<file path="src/rtl/alu_seq_pkg.sv">
// Shared op encodings, sequencer state type and default mod settle window.
// The op codes double as the ALU result-mux select.
package alu_seq_pkg;

    localparam logic [2:0] OP_AND = 3'd0;
    localparam logic [2:0] OP_OR  = 3'd1;
    localparam logic [2:0] OP_XOR = 3'd2;
    localparam logic [2:0] OP_NOR = 3'd3;
    localparam logic [2:0] OP_LT  = 3'd4;
    localparam logic [2:0] OP_ADD = 3'd5;
    localparam logic [2:0] OP_SUB = 3'd6;
    localparam logic [2:0] OP_MOD = 3'd7;

    localparam int MOD_WAIT_DEFAULT = 34;

    typedef enum logic [2:0] {
        S_IDLE   = 3'd0,
        S_SETTLE = 3'd1,
        S_CLR    = 3'd2,
        S_WAIT   = 3'd3,
        S_RESP   = 3'd4
    } seq_state_t;

endpackage

</file>
<file path="src/rtl/wait_counter.sv">
// Loadable down-counter that saturates at zero; zero_o flags the terminal count.
// Load has priority over decrement.
module wait_counter #(
    parameter int W = 4
) (
    input  logic         clk_i,
    input  logic         rst_ni,
    input  logic         load_i,
    input  logic [W-1:0] load_val_i,
    input  logic         dec_i,
    output logic         zero_o
);

    logic [W-1:0] cnt_q, cnt_d;

    always_comb begin
        cnt_d = cnt_q;
        if (load_i) begin
            cnt_d = load_val_i;
        end else if (dec_i && (cnt_q != '0)) begin
            cnt_d = cnt_q - 1'b1;
        end
    end

    always_ff @(posedge clk_i or negedge rst_ni) begin
        if (!rst_ni) begin
            cnt_q <= '0;
        end else begin
            cnt_q <= cnt_d;
        end
    end

    assign zero_o = (cnt_q == '0);

endmodule

</file>
<file path="src/rtl/alu_sequencer.sv">
// Issues one op at a time to the ALU from registered sel/a/b, waits one cycle (or the
// mod window after a clear pulse), then holds the captured result until the response handshake.
module alu_sequencer
    import alu_seq_pkg::*;
#(
    parameter int WIDTH    = 32,
    parameter int MOD_WAIT = MOD_WAIT_DEFAULT,
    parameter int CNT_W    = 16
) (
    input  logic             clk_i,
    input  logic             rst_ni,
    input  logic             req_valid_i,
    output logic             req_ready_o,
    input  logic [2:0]       req_op_i,
    input  logic [WIDTH-1:0] req_a_i,
    input  logic [WIDTH-1:0] req_b_i,
    output logic             rsp_valid_o,
    input  logic             rsp_ready_i,
    output logic [WIDTH-1:0] rsp_result_o,
    output logic             rsp_zero_o,
    output logic             rsp_err_o,
    output logic [2:0]       alu_sel_o,
    output logic [WIDTH-1:0] alu_a_o,
    output logic [WIDTH-1:0] alu_b_o,
    output logic             alu_clr_o,
    input  logic [WIDTH-1:0] alu_result_i,
    input  logic             alu_zero_i,
    output logic             busy_o,
    output logic [CNT_W-1:0] op_count_o
);

    localparam int CW = $clog2(MOD_WAIT) + 1;

    seq_state_t       state_q, state_d;
    logic [2:0]       sel_q, sel_d;
    logic [WIDTH-1:0] a_q, a_d, b_q, b_d;
    logic             clr_q, clr_d;
    logic [WIDTH-1:0] result_q, result_d;
    logic             zero_q, zero_d, err_q, err_d;
    logic [CNT_W-1:0] count_q, count_d;
    logic             cnt_zero;

    // Loaded in CLR so the counter hits zero on the last of MOD_WAIT WAIT cycles.
    wait_counter #(.W(CW)) u_wait (
        .clk_i      (clk_i),
        .rst_ni     (rst_ni),
        .load_i     (state_q == S_CLR),
        .load_val_i (CW'(MOD_WAIT - 1)),
        .dec_i      (state_q == S_WAIT),
        .zero_o     (cnt_zero)
    );

    always_comb begin
        state_d  = state_q;
        sel_d    = sel_q;
        a_d      = a_q;
        b_d      = b_q;
        clr_d    = 1'b0;
        result_d = result_q;
        zero_d   = zero_q;
        err_d    = err_q;
        count_d  = count_q;
        case (state_q)
            S_IDLE: begin
                if (req_valid_i) begin
                    sel_d = req_op_i;
                    a_d   = req_a_i;
                    b_d   = req_b_i;
                    if (req_op_i == OP_MOD && req_b_i == '0) begin
                        result_d = req_a_i;
                        zero_d   = (req_a_i == '0);
                        err_d    = 1'b1;
                        state_d  = S_RESP;
                    end else if (req_op_i == OP_MOD) begin
                        clr_d   = 1'b1;
                        state_d = S_CLR;
                    end else begin
                        state_d = S_SETTLE;
                    end
                end
            end
            S_SETTLE: begin
                result_d = alu_result_i;
                zero_d   = alu_zero_i;
                err_d    = 1'b0;
                state_d  = S_RESP;
            end
            S_CLR: begin
                state_d = S_WAIT;
            end
            S_WAIT: begin
                if (cnt_zero) begin
                    result_d = alu_result_i;
                    zero_d   = alu_zero_i;
                    err_d    = 1'b0;
                    state_d  = S_RESP;
                end
            end
            S_RESP: begin
                if (rsp_ready_i) begin
                    count_d = count_q + 1'b1;
                    state_d = S_IDLE;
                end
            end
            default: state_d = S_IDLE;
        endcase
    end

    always_ff @(posedge clk_i or negedge rst_ni) begin
        if (!rst_ni) begin
            state_q  <= S_IDLE;
            sel_q    <= '0;
            a_q      <= '0;
            b_q      <= '0;
            clr_q    <= 1'b0;
            result_q <= '0;
            zero_q   <= 1'b0;
            err_q    <= 1'b0;
            count_q  <= '0;
        end else begin
            state_q  <= state_d;
            sel_q    <= sel_d;
            a_q      <= a_d;
            b_q      <= b_d;
            clr_q    <= clr_d;
            result_q <= result_d;
            zero_q   <= zero_d;
            err_q    <= err_d;
            count_q  <= count_d;
        end
    end

    assign req_ready_o  = (state_q == S_IDLE);
    assign rsp_valid_o  = (state_q == S_RESP);
    assign busy_o       = (state_q != S_IDLE);
    assign rsp_result_o = result_q;
    assign rsp_zero_o   = zero_q;
    assign rsp_err_o    = err_q;
    assign alu_sel_o    = sel_q;
    assign alu_a_o      = a_q;
    assign alu_b_o      = b_q;
    assign alu_clr_o    = clr_q;
    assign op_count_o   = count_q;

endmodule

</file>
<file path="config.mk">
export PLATFORM = sky130hd
export DESIGN_NAME = alu_sequencer
export DESIGN_NICKNAME = d
export VERILOG_FILES = /design/src/rtl/alu_seq_pkg.sv /design/src/rtl/wait_counter.sv /design/src/rtl/alu_sequencer.sv
export SDC_FILE = /design/constraint.sdc
export NUM_CORES = 1
export LEC_CHECK = 0
export CAP_MARGIN = 10
export CORE_UTILIZATION = 25
export DETAILED_ROUTE_END_ITERATION = 10
export PLACE_DENSITY_LB_ADDON = 0.2
export SYNTH_ARGS = -nofsm -noshare
export SYNTH_HDL_FRONTEND = slang
export SYNTH_SLANG_ARGS = --single-unit
</file>
<file path="constraint.sdc">
create_clock -name clk_i -period 5.75 [get_ports clk_i]
set_clock_uncertainty 0.05 [all_clocks]
set_input_delay 1.15 -clock clk_i [delete_from_list [all_inputs] [get_ports clk_i]]
set_output_delay 1.15 -clock clk_i [all_outputs]
set_load 0.01 [all_outputs]
</file>
-- After elaboration in Yosys (flattened, before gate mapping)
Index checks and enable logic that the tools add are counted.
- bits in registers: 128
- input port bits: 104
- output and inout bits: 121
- word-level logic and storage cells: 59
- add/subtract/negate cells: 2
- eq/ne operators: 9
- muxes and demuxes: 24
- reductions and logical operators: 14
- operators by type and width (kind ; count):
    32-bit 2-to-1 mux ; 3
    32-bit one-hot mux with 3 select lines ; 1
    32-bit logical NOT ; 2
    16-bit by 1-bit adder with 16-bit output (second input constant) ; 1
    3-bit one-hot mux with 5 select lines ; 1
    7-bit 2-to-1 mux ; 2
    3-bit 2-to-1 mux ; 4
    1-bit 2-to-1 mux ; 10
    7-bit logical NOT ; 1
    7-bit nonzero test ; 1
    7-bit by 1-bit subtractor with 7-bit output (second input constant) ; 1
    3-bit by 2-bit == test with 1-bit output (second input constant) ; 2
    3-bit == test (second input constant) ; 2
    1-bit one-hot mux with 3 select lines ; 2
    3-bit nonzero test ; 2
    2-bit by 1-bit inequality test with 1-bit output (second input constant) ; 2
    2-bit inequality test (second input constant) ; 2
    2-bit AND reduction ; 2
    4-bit AND reduction ; 1
    3-bit by 1-bit == test with 1-bit output (second input constant) ; 1
    3-bit logical NOT ; 1
    3-bit AND reduction ; 1
    1-bit logical AND ; 2
    2-bit 2-to-1 mux ; 1
    2-bit nonzero test ; 1

-- Depth between registers and ports, before layout
Gate-level depths: netlist of the first run.
- depth after elaboration: 5
- mapped depth: 10
- depth with buffers taken out: 7

-- By module
From an unflattened synthesis of the first run, not the netlist that was laid out.
- cells, all modules: 419
- area, all modules: 5814.3 um^2
- modules (own cells, without submodules) (module ; instances ; cells an instance ; area an instance (um^2) ; sequential area each (um^2)):
    alu_sequencer ; 1 ; 367 ; 5352.6 ; 3027.9
    wait_counter ; 1 ; 52 ; 461.7 ; 175.2

-- Least setup slack after synthesis of the first run
OpenSTA, ideal clock, no wires.
- path kind: input port to flip-flop
- from: input port req_b_i[24]
- to: register result_q[22] (netlist: rsp_result_o[22])
- setup time: 0.125 ns
- arrival time: 2.344 ns
- required time: 5.575 ns
- path slack: 3.232 ns
- stages on the path: 6
- buffers on the path: 1
- cell sequence: nor4_1 -> nand4_1 -> nor2_1 -> o211ai_4 -> buf_6 -> mux2_2
- word-level cells in the longest chain between the ends: 4
- ends and longest elaborated chain (item ; RTL line ; RTL):
    start, declared ; alu_sequencer.sv:16 ; input logic [WIDTH-1:0] req_b_i,
    32-bit logical NOT ; alu_sequencer.sv:69 ; if (req_op_i == OP_MOD && req_b_i == '0) begin
    1-bit logical AND ; alu_sequencer.sv:69 ;
    2-bit by 1-bit inequality test with 1-bit output (no line) ; - ;
    4-bit AND reduction (no line) ; - ;
    end signal, assigned ; alu_sequencer.sv:126 ; result_q <= result_d;
    end, declared ; alu_sequencer.sv:38 ; logic [WIDTH-1:0] result_q, result_d;
No other way between the ends.
A chain may end at the register's enable or synchronous reset.

-- Worst setup path after layout of the first run
- from: register state_q[0]
- to: output port req_ready_o
- word-level cells in the longest chain between the ends: 1
- ends and longest elaborated chain (item ; RTL line ; RTL):
    start, declared ; alu_sequencer.sv:34 ; seq_state_t state_q, state_d;
    start signal, assigned ; alu_sequencer.sv:121 ; state_q <= state_d;
    3-bit logical NOT ; alu_sequencer.sv:133 ; assign req_ready_o = (state_q == S_IDLE);
    end, declared ; alu_sequencer.sv:13 ; output logic req_ready_o,
No other way between the ends.

==> run summary, run 1 <==
First-pass GRT wire length: 25.9 mm
Clock Pin Slew Worst Setup and Hold Paths: 0.06 ns
# fillers: 2203
RePlAce Congestion: 0.752
Measured slew at the worst slew-check pin: 1.13 ns
CTS root buf: clkbuf_16
Vias per cell: 4.41
Post-Place Cells: 960
Clk_lat worst skew: 0.42 ns
P per Cell Area: 541 nW/um^2
Total GRT Usage: 14.3%
Final Cycle Share: 57.4%
Die Area: 23700 sq um
CTS tree: built
Synthesized area: 5780 sq um
Cts bufs inserted: 17
Total number of vias: 4381
Setup violators final: 0
Peak fanout along the critical path: 10
R2R Path Start: state_q[0]$_DFFE_PN0P_
FF-to-FF setup slack: 3.08 ns
F_max: 0.303 GHz
HPWL after DPL: 11.5 mm
Max_cap viols: 0
Antenna-violating nets left: 0
Max Root-Sink Buffers: 2
Min Tclk post-route: 3.30 ns
Layout cell share with drive strength beyond 1: 20.8%
Die Y: 154 microns
Number of global-route vias before repair: 4530
Worst Path Required: 4.55 ns
Netlist cell types: 39
Post-cts sizing count: 0
Initial antenna violation count: 0
Reg2reg end: alu_a_o[17]$_DFFE_PN0P_
Synth-to-layout area growth: 52.9%
R2R depth: 4
Register area share after synthesis: 55.4%
Crit path DAT: 2.10 ns
Seq cells post-synth: 128
Worst Setup SP: state_q[0]$_DFFE_PN0P_
Crit start category: register
Slew margin rel.: 24.7%
TritonCTS Sinks: 128
Synth area leaders: dfrtp_1 55%, mux2_2 16%, nand2_1 6.9%
Top-area cell type share of the netlist area: 55.4%
Multi-input gate area in the final layout: 2370 sq um
Synth warn: 0
Row count: 55
Port Buffers: 224
Number of DRC markers in iteration 0: 177
Core area: 22600 sq um
HP Start: op_count_o[15]$_DFFE_PN0P_
Setup Fix Bufs, Post-CTS: 0
Syn_area_per_cell: 12.3 sq um
Post-Synthesis Cells: 470
Total power: 4790 uW
Drt wl/cell: 16.7 microns
Static Leak: 0.00374 uW
Crit end category: output pin
Cts hold-fix bufs: 0
Nets: 801
Starting Density: 25.5%
CP endpoint: req_ready_o
Dominant cell type by area after synthesis: dfrtp_1
Crit path kind: reg2out
Die Width: 154 microns
Cell Count, Final, Fillers Out: 993
WL final: 16.6 mm
Pin count of the biggest net entering global routing: 84
Drt first pass iters: 6
Syn Nets: 577
Max-slew violation count: 0
Clock H-tree levels: 4
RSZ-0062 raised after global routing: false
Setup TNS: 0 ns
Final Hold Vio Count: 0
Total congestion overflow: 0
DRC Markers: 0
Max rail drop VDD: 0.000237 V
Area occupied by registers: 3200 sq um
I/O Pins: 225
Status: complete, no violations
Worst min-delay path class: reg2reg
## routing by layer
layer  vias up  GRT usage [%]  wire length (microns)
li1       2075              -                      -
met1      2123           17.8                   7390
met2       163           23.0                   7730
met3        20           5.41                   1240
met4         0           4.24                    236
met5         -              0                      0
## registers in the layout (all words and copies together), names as in the netlist
name,cells
alu_a_o,32
alu_b_o,32
rsp_result_o,32
op_count_o,16
u_wait.cnt_q,7
alu_sel_o,3
state_q,3
alu_clr_o,1
rsp_err_o,1
rsp_zero_o,1
## report_power, final
part	total, uW	internal, uW	switching, uW
clock	1140	701	438
sequential	1550	1300	250
combinational	2090	1250	849
total	4790	3250	1540
## per-stage QoR
step / util, % / cell area [sq um] / hold WS [ns] / worst slack, ns
3_3_place_gp: 36.3 / 8220 / 0.411 / 2.31
5_1_grt: 39.0 / 8840 / 0.445 / 2.37
2_1_floorplan: - / 5780 / 0.454 / 3.23
6_report: 39.1 / 8840 / 0.418 / 2.45
4_1_cts: 39.0 / 8840 / 0.428 / 2.42
3_5_place_dp: 36.3 / 8220 / 0.416 / 2.21
## cells in the final DEF (no fill, tap or decap), types with 3 or more instances in the layout
cell type,count
a21oi_1,3
and3_1,3
buf_4,3
bufinv_16,3
clkbuf_16,17
clkdlybuf4s50_1,223
clkinv_4,4
clkinvlp_4,3
dfrtp_1,128
ha_1,3
inv_1,4
mux2_2,82
mux2_4,19
nand2_1,106
nand2b_1,3
nand3_1,11
nand4_1,6
nor2_1,17
nor3_1,4
nor4_1,17
xnor2_1,11
xor2_1,10
## cell type report
type / count / area share (%)
Sequential cell: 128 / 36.2
Multi-Input combinational cell: 315 / 26.8
Timing Repair Buffer: 227 / 25.6
Clock buffer: 18 / 4.97
Tap cell: 285 / 4.03
Clock inverter: 14 / 2.05
Inverter: 5 / 0.226
Antenna cell: 1 / 0.0283
## synthesized netlist by cell type
library cell / number
nand4_1: 6
and3_1: 3
o21ai_0: 1
buf_4: 4
a211oi_1: 1
a211oi_2: 1
clkinv_2: 1
a21oi_1: 3
nor4_4: 1
a21oi_2: 1
nand2_1: 106
mux2_4: 19
nor3b_1: 1
xnor2_1: 11
o211ai_4: 1
dfrtp_1: 128
buf_6: 6
mux2_2: 82
nor4_1: 17
nand3_1: 11
and2_4: 1
nor3_1: 4
or3_4: 1
nor2_1: 17
or4_1: 1
xor2_1: 10
buf_12: 3
clkbuf_1: 8
and4bb_2: 1
or3_1: 1
buf_2: 1
inv_1: 4
nand2b_1: 3
and4_1: 2
a21oi_4: 1
mux2i_1: 1
ha_1: 3
nor2b_1: 3
o32a_1: 1
## worst max-delay path, stage by stage, from the launching register on
cell and delay [ns]:
dfrtp_1 0.50, or3_1 0.53, clkinv_2 0.10, clkdlybuf4s50_1 0.56
## kinds of logic after synthesis
kind of cell / Yosys count / share of synthesized area, %
adders and majority gates: 3 / 0.649
buffers and inverters: 27 / 3.68
DFF: 128 / 55.4
xor gates and xnor gates: 21 / 3.18
AOI/OAI and AO/OA: 10 / 1.67
muxes: 102 / 21.1
and+or+nand+nor: 179 / 14.3
## worst min-delay path by stage
| stage | endpoint | depth (start not counted) | slack (ns) |
|---|---|---|---|
| 3_5_place_dp | op_count_o[15]$_DFFE_PN0P_ | 1 | 0.42 |
| 3_3_place_gp | op_count_o[15]$_DFFE_PN0P_ | 1 | 0.41 |
| 6_report | op_count_o[15]$_DFFE_PN0P_ | 1 | 0.42 |
| 4_1_cts | op_count_o[15]$_DFFE_PN0P_ | 1 | 0.43 |
| 2_1_floorplan | op_count_o[15]$_DFFE_PN0P_ | 1 | 0.45 |
| 5_1_grt | op_count_o[15]$_DFFE_PN0P_ | 1 | 0.44 |
Power figures use the tool's default switching activity.
==> inputs of run 2 (changes only) <==
- clock period: 5.75 -> 3.2 ns (I/O delays scaled with it)
==> run 2 against run 1 <==
  * Flip-flop and latch count did not move
  * Hold slack got worse by 0.22 ns
  * Largest power group unchanged
  * Wire length barely moved
  * Register-to-register slack got worse by 2.2 ns
  * Total power rose by 78%
  * Critical path depth did not move
  * Global-route usage rose by 0.092 points
  * Critical endpoint unchanged
  * First-iteration DRC count fell by 31%
  * Sequential share of layout area fell by 0.13 points
  * Setup slack got worse by 2.0 ns
  * Sequential power rose by 81%
==> run summary, run 2 (same netlist as run 1, synthesis figures left out) <==
Status: complete, no violations
Clk_lat worst skew: 0.41 ns (about the same)
Min Tclk post-route: 2.78 ns
Total congestion overflow: 0 (unchanged)
Total power: 8530 uW (+78%)
Total number of vias: 4362 (-0.43%)
RSZ-0062 raised after global routing: false
Static Leak: 0.00375 uW (+0.28%)
Max rail drop VDD: 0.000347 V (+46%)
Crit path kind: reg2out
Final Cycle Share: 86.8%
Die Area: 23700 sq um (unchanged)
Final Hold Vio Count: 0 (unchanged)
Crit path DAT: 2.09 ns (about the same)
Crit start category: register
# fillers: 2195 (-0.36%)
Die Y: 154 microns (unchanged)
WL final: 16.6 mm (about the same)
Setup TNS: 0 ns (unchanged)
F_max: 0.360 GHz
Most common cell after layout, fill and taps aside: clkdlybuf4s50_1
Most frequent cells in the layout: 223 x clkdlybuf4s50_1, 128 x dfrtp_1, 106 x nand2_1, 82 x mux2_2, 19 x mux2_4
Max Root-Sink Buffers: 2 (unchanged)
Max-slew violation count: 0 (unchanged)
I/O Pins: 225 (unchanged)
First-pass GRT wire length: 26.1 mm (+0.69%)
Port Buffers: 224 (unchanged)
Max_cap viols: 0 (unchanged)
Cts bufs inserted: 17 (unchanged)
Clock Pin Slew Worst Setup and Hold Paths: 0.06 ns (about the same)
Worst Path Required: 2.51 ns (-2.04 ns)
Cts hold-fix bufs: 0 (unchanged)
Starting Density: 25.5% (unchanged)
CTS root buf: clkbuf_16
Drt first pass iters: 4 (-2)
Post-cts sizing count: 0 (unchanged)
P per Cell Area: 961 nW/um^2 (+78%)
Drt wl/cell: 16.7 microns (about the same)
Vias per cell: 4.39 (-0.53%)
CTS tree: built
Multi-input gate area in the final layout: 2370 sq um (unchanged)
Nets: 803 (+0.25%)
M1 WL: 7.50 mm (+1.6%)
Worst min-delay path class: in2async
Row count: 55 (unchanged)
DRC Markers: 0 (unchanged)
Antenna-violating nets left: 0 (unchanged)
Total GRT Usage: 14.4% (+0.092 points)
RePlAce Congestion: 0.756 (+0.53%)
DR WL met2: 7.70 mm (-0.32%)
Setup violators final: 0 (unchanged)
Initial antenna violation count: 2 (+2)
Slew margin rel.: 40.9% (+16 points)
Pin count of the biggest net entering global routing: 79 (-6.0%)
Metal3 WL: 1.15 mm (-6.6%)
Number of DRC markers in iteration 0: 122 (-31%)
Core area: 22600 sq um (unchanged)
HPWL after DPL: 11.8 mm (+2.7%)
Uppermost routed layer: met5
Crit end category: output pin
Number of global-route vias before repair: 4580 (+1.1%)
Die Width: 154 microns (unchanged)
Clock H-tree levels: 4 (unchanged)
Setup Fix Bufs, Post-CTS: 0 (unchanged)
Layout cell share with drive strength beyond 1: 20.9% (+0.11 points)
Peak fanout along the critical path: 10 (unchanged)
Area occupied by registers: 3200 sq um (unchanged)
TritonCTS Sinks: 128 (unchanged)
Synth-to-layout area growth: 53.5%
Measured slew at the worst slew-check pin: 0.885 ns (-0.244 ns)
## run 2: cell count changes in the layout (fill, tap and decap cells not counted), sizes merged
cell and change:
bufinv -1, clkbuf +1, inv -2, buf +2
clkinvlp +1
## run 2: worst paths after layout
| check | start | endpoint | slack (ns) | cells after the start |
|---|---|---|---|---|
| max reg2reg | state_q[0]$_DFFE_PN0P_ | alu_a_o[6]$_DFFE_PN0P_ | 0.91 | 5 |
| min in group clk_i | op_count_o[15]$_DFFE_PN0P_ | op_count_o[15]$_DFFE_PN0P_ | 0.42 | 1 |
| max in group asynchronous | rst_ni | rsp_result_o[7]$_DFFE_PN0P_ | 2.09 | 2 |
| max | state_q[0]$_DFFE_PN0P_ | req_ready_o | 0.42 | 3 |
| min | rst_ni | alu_sel_o[1]$_DFFE_PN0P_ | 0.20 | 1 |
| min reg2reg | op_count_o[15]$_DFFE_PN0P_ | op_count_o[15]$_DFFE_PN0P_ | 0.42 | 1 |
## run 2: layout make-up
class,count,share of cell area [%]
flip-flops and latches,128,36.1
multi-input cells,315,26.7
well taps,285,4.02
inverters,5,0.226
clock inverters,12,1.52
repair buffers,229,26.3
diodes,1,0.0282
clock buffers,19,5.10
## run 2: worst max-delay path: stages, from the launching register on
cell             delay (ns)
dfrtp_1                0.49
or3_1                  0.53
clkinv_2               0.10
clkdlybuf4s50_1        0.55
## run 2: stage by stage
stage	instance area (sq um)	hold slack [ns]	std cells	util, %	setup slack, ns
finish	8870	0.199	994	39.2	0.424
global route	8870	0.281	994	39.2	0.324
CTS	8870	0.248	993	39.2	0.395
detailed placement	8280	0.412	962	36.6	0.295
global placement	8280	0.410	962	36.6	0.390
floorplan	5780	0.294	470	-	1.18
## run 2: where the power goes
| group | internal (uW) | switching [uW] |
|---|---|---|
| clock | 1190 | 749 |
| combinational | 2280 | 1520 |
| sequential | 2350 | 451 |
## run 2: routing by layer
layer | vias to the layer above | track usage, %
li1 | 2073 | -
met1 | 2123 | 18.3
met2 | 149 | 22.9
met3 | 15 | 5.05
met4 | 2 | 4.33
met5 | - | 0
==> inputs of run 3 (changes only) <==
- CTS_CLUSTER_SIZE: not set -> 24
==> results of run 3 <==
No change in the layout: final DEF, timing and power equal those of run 2.
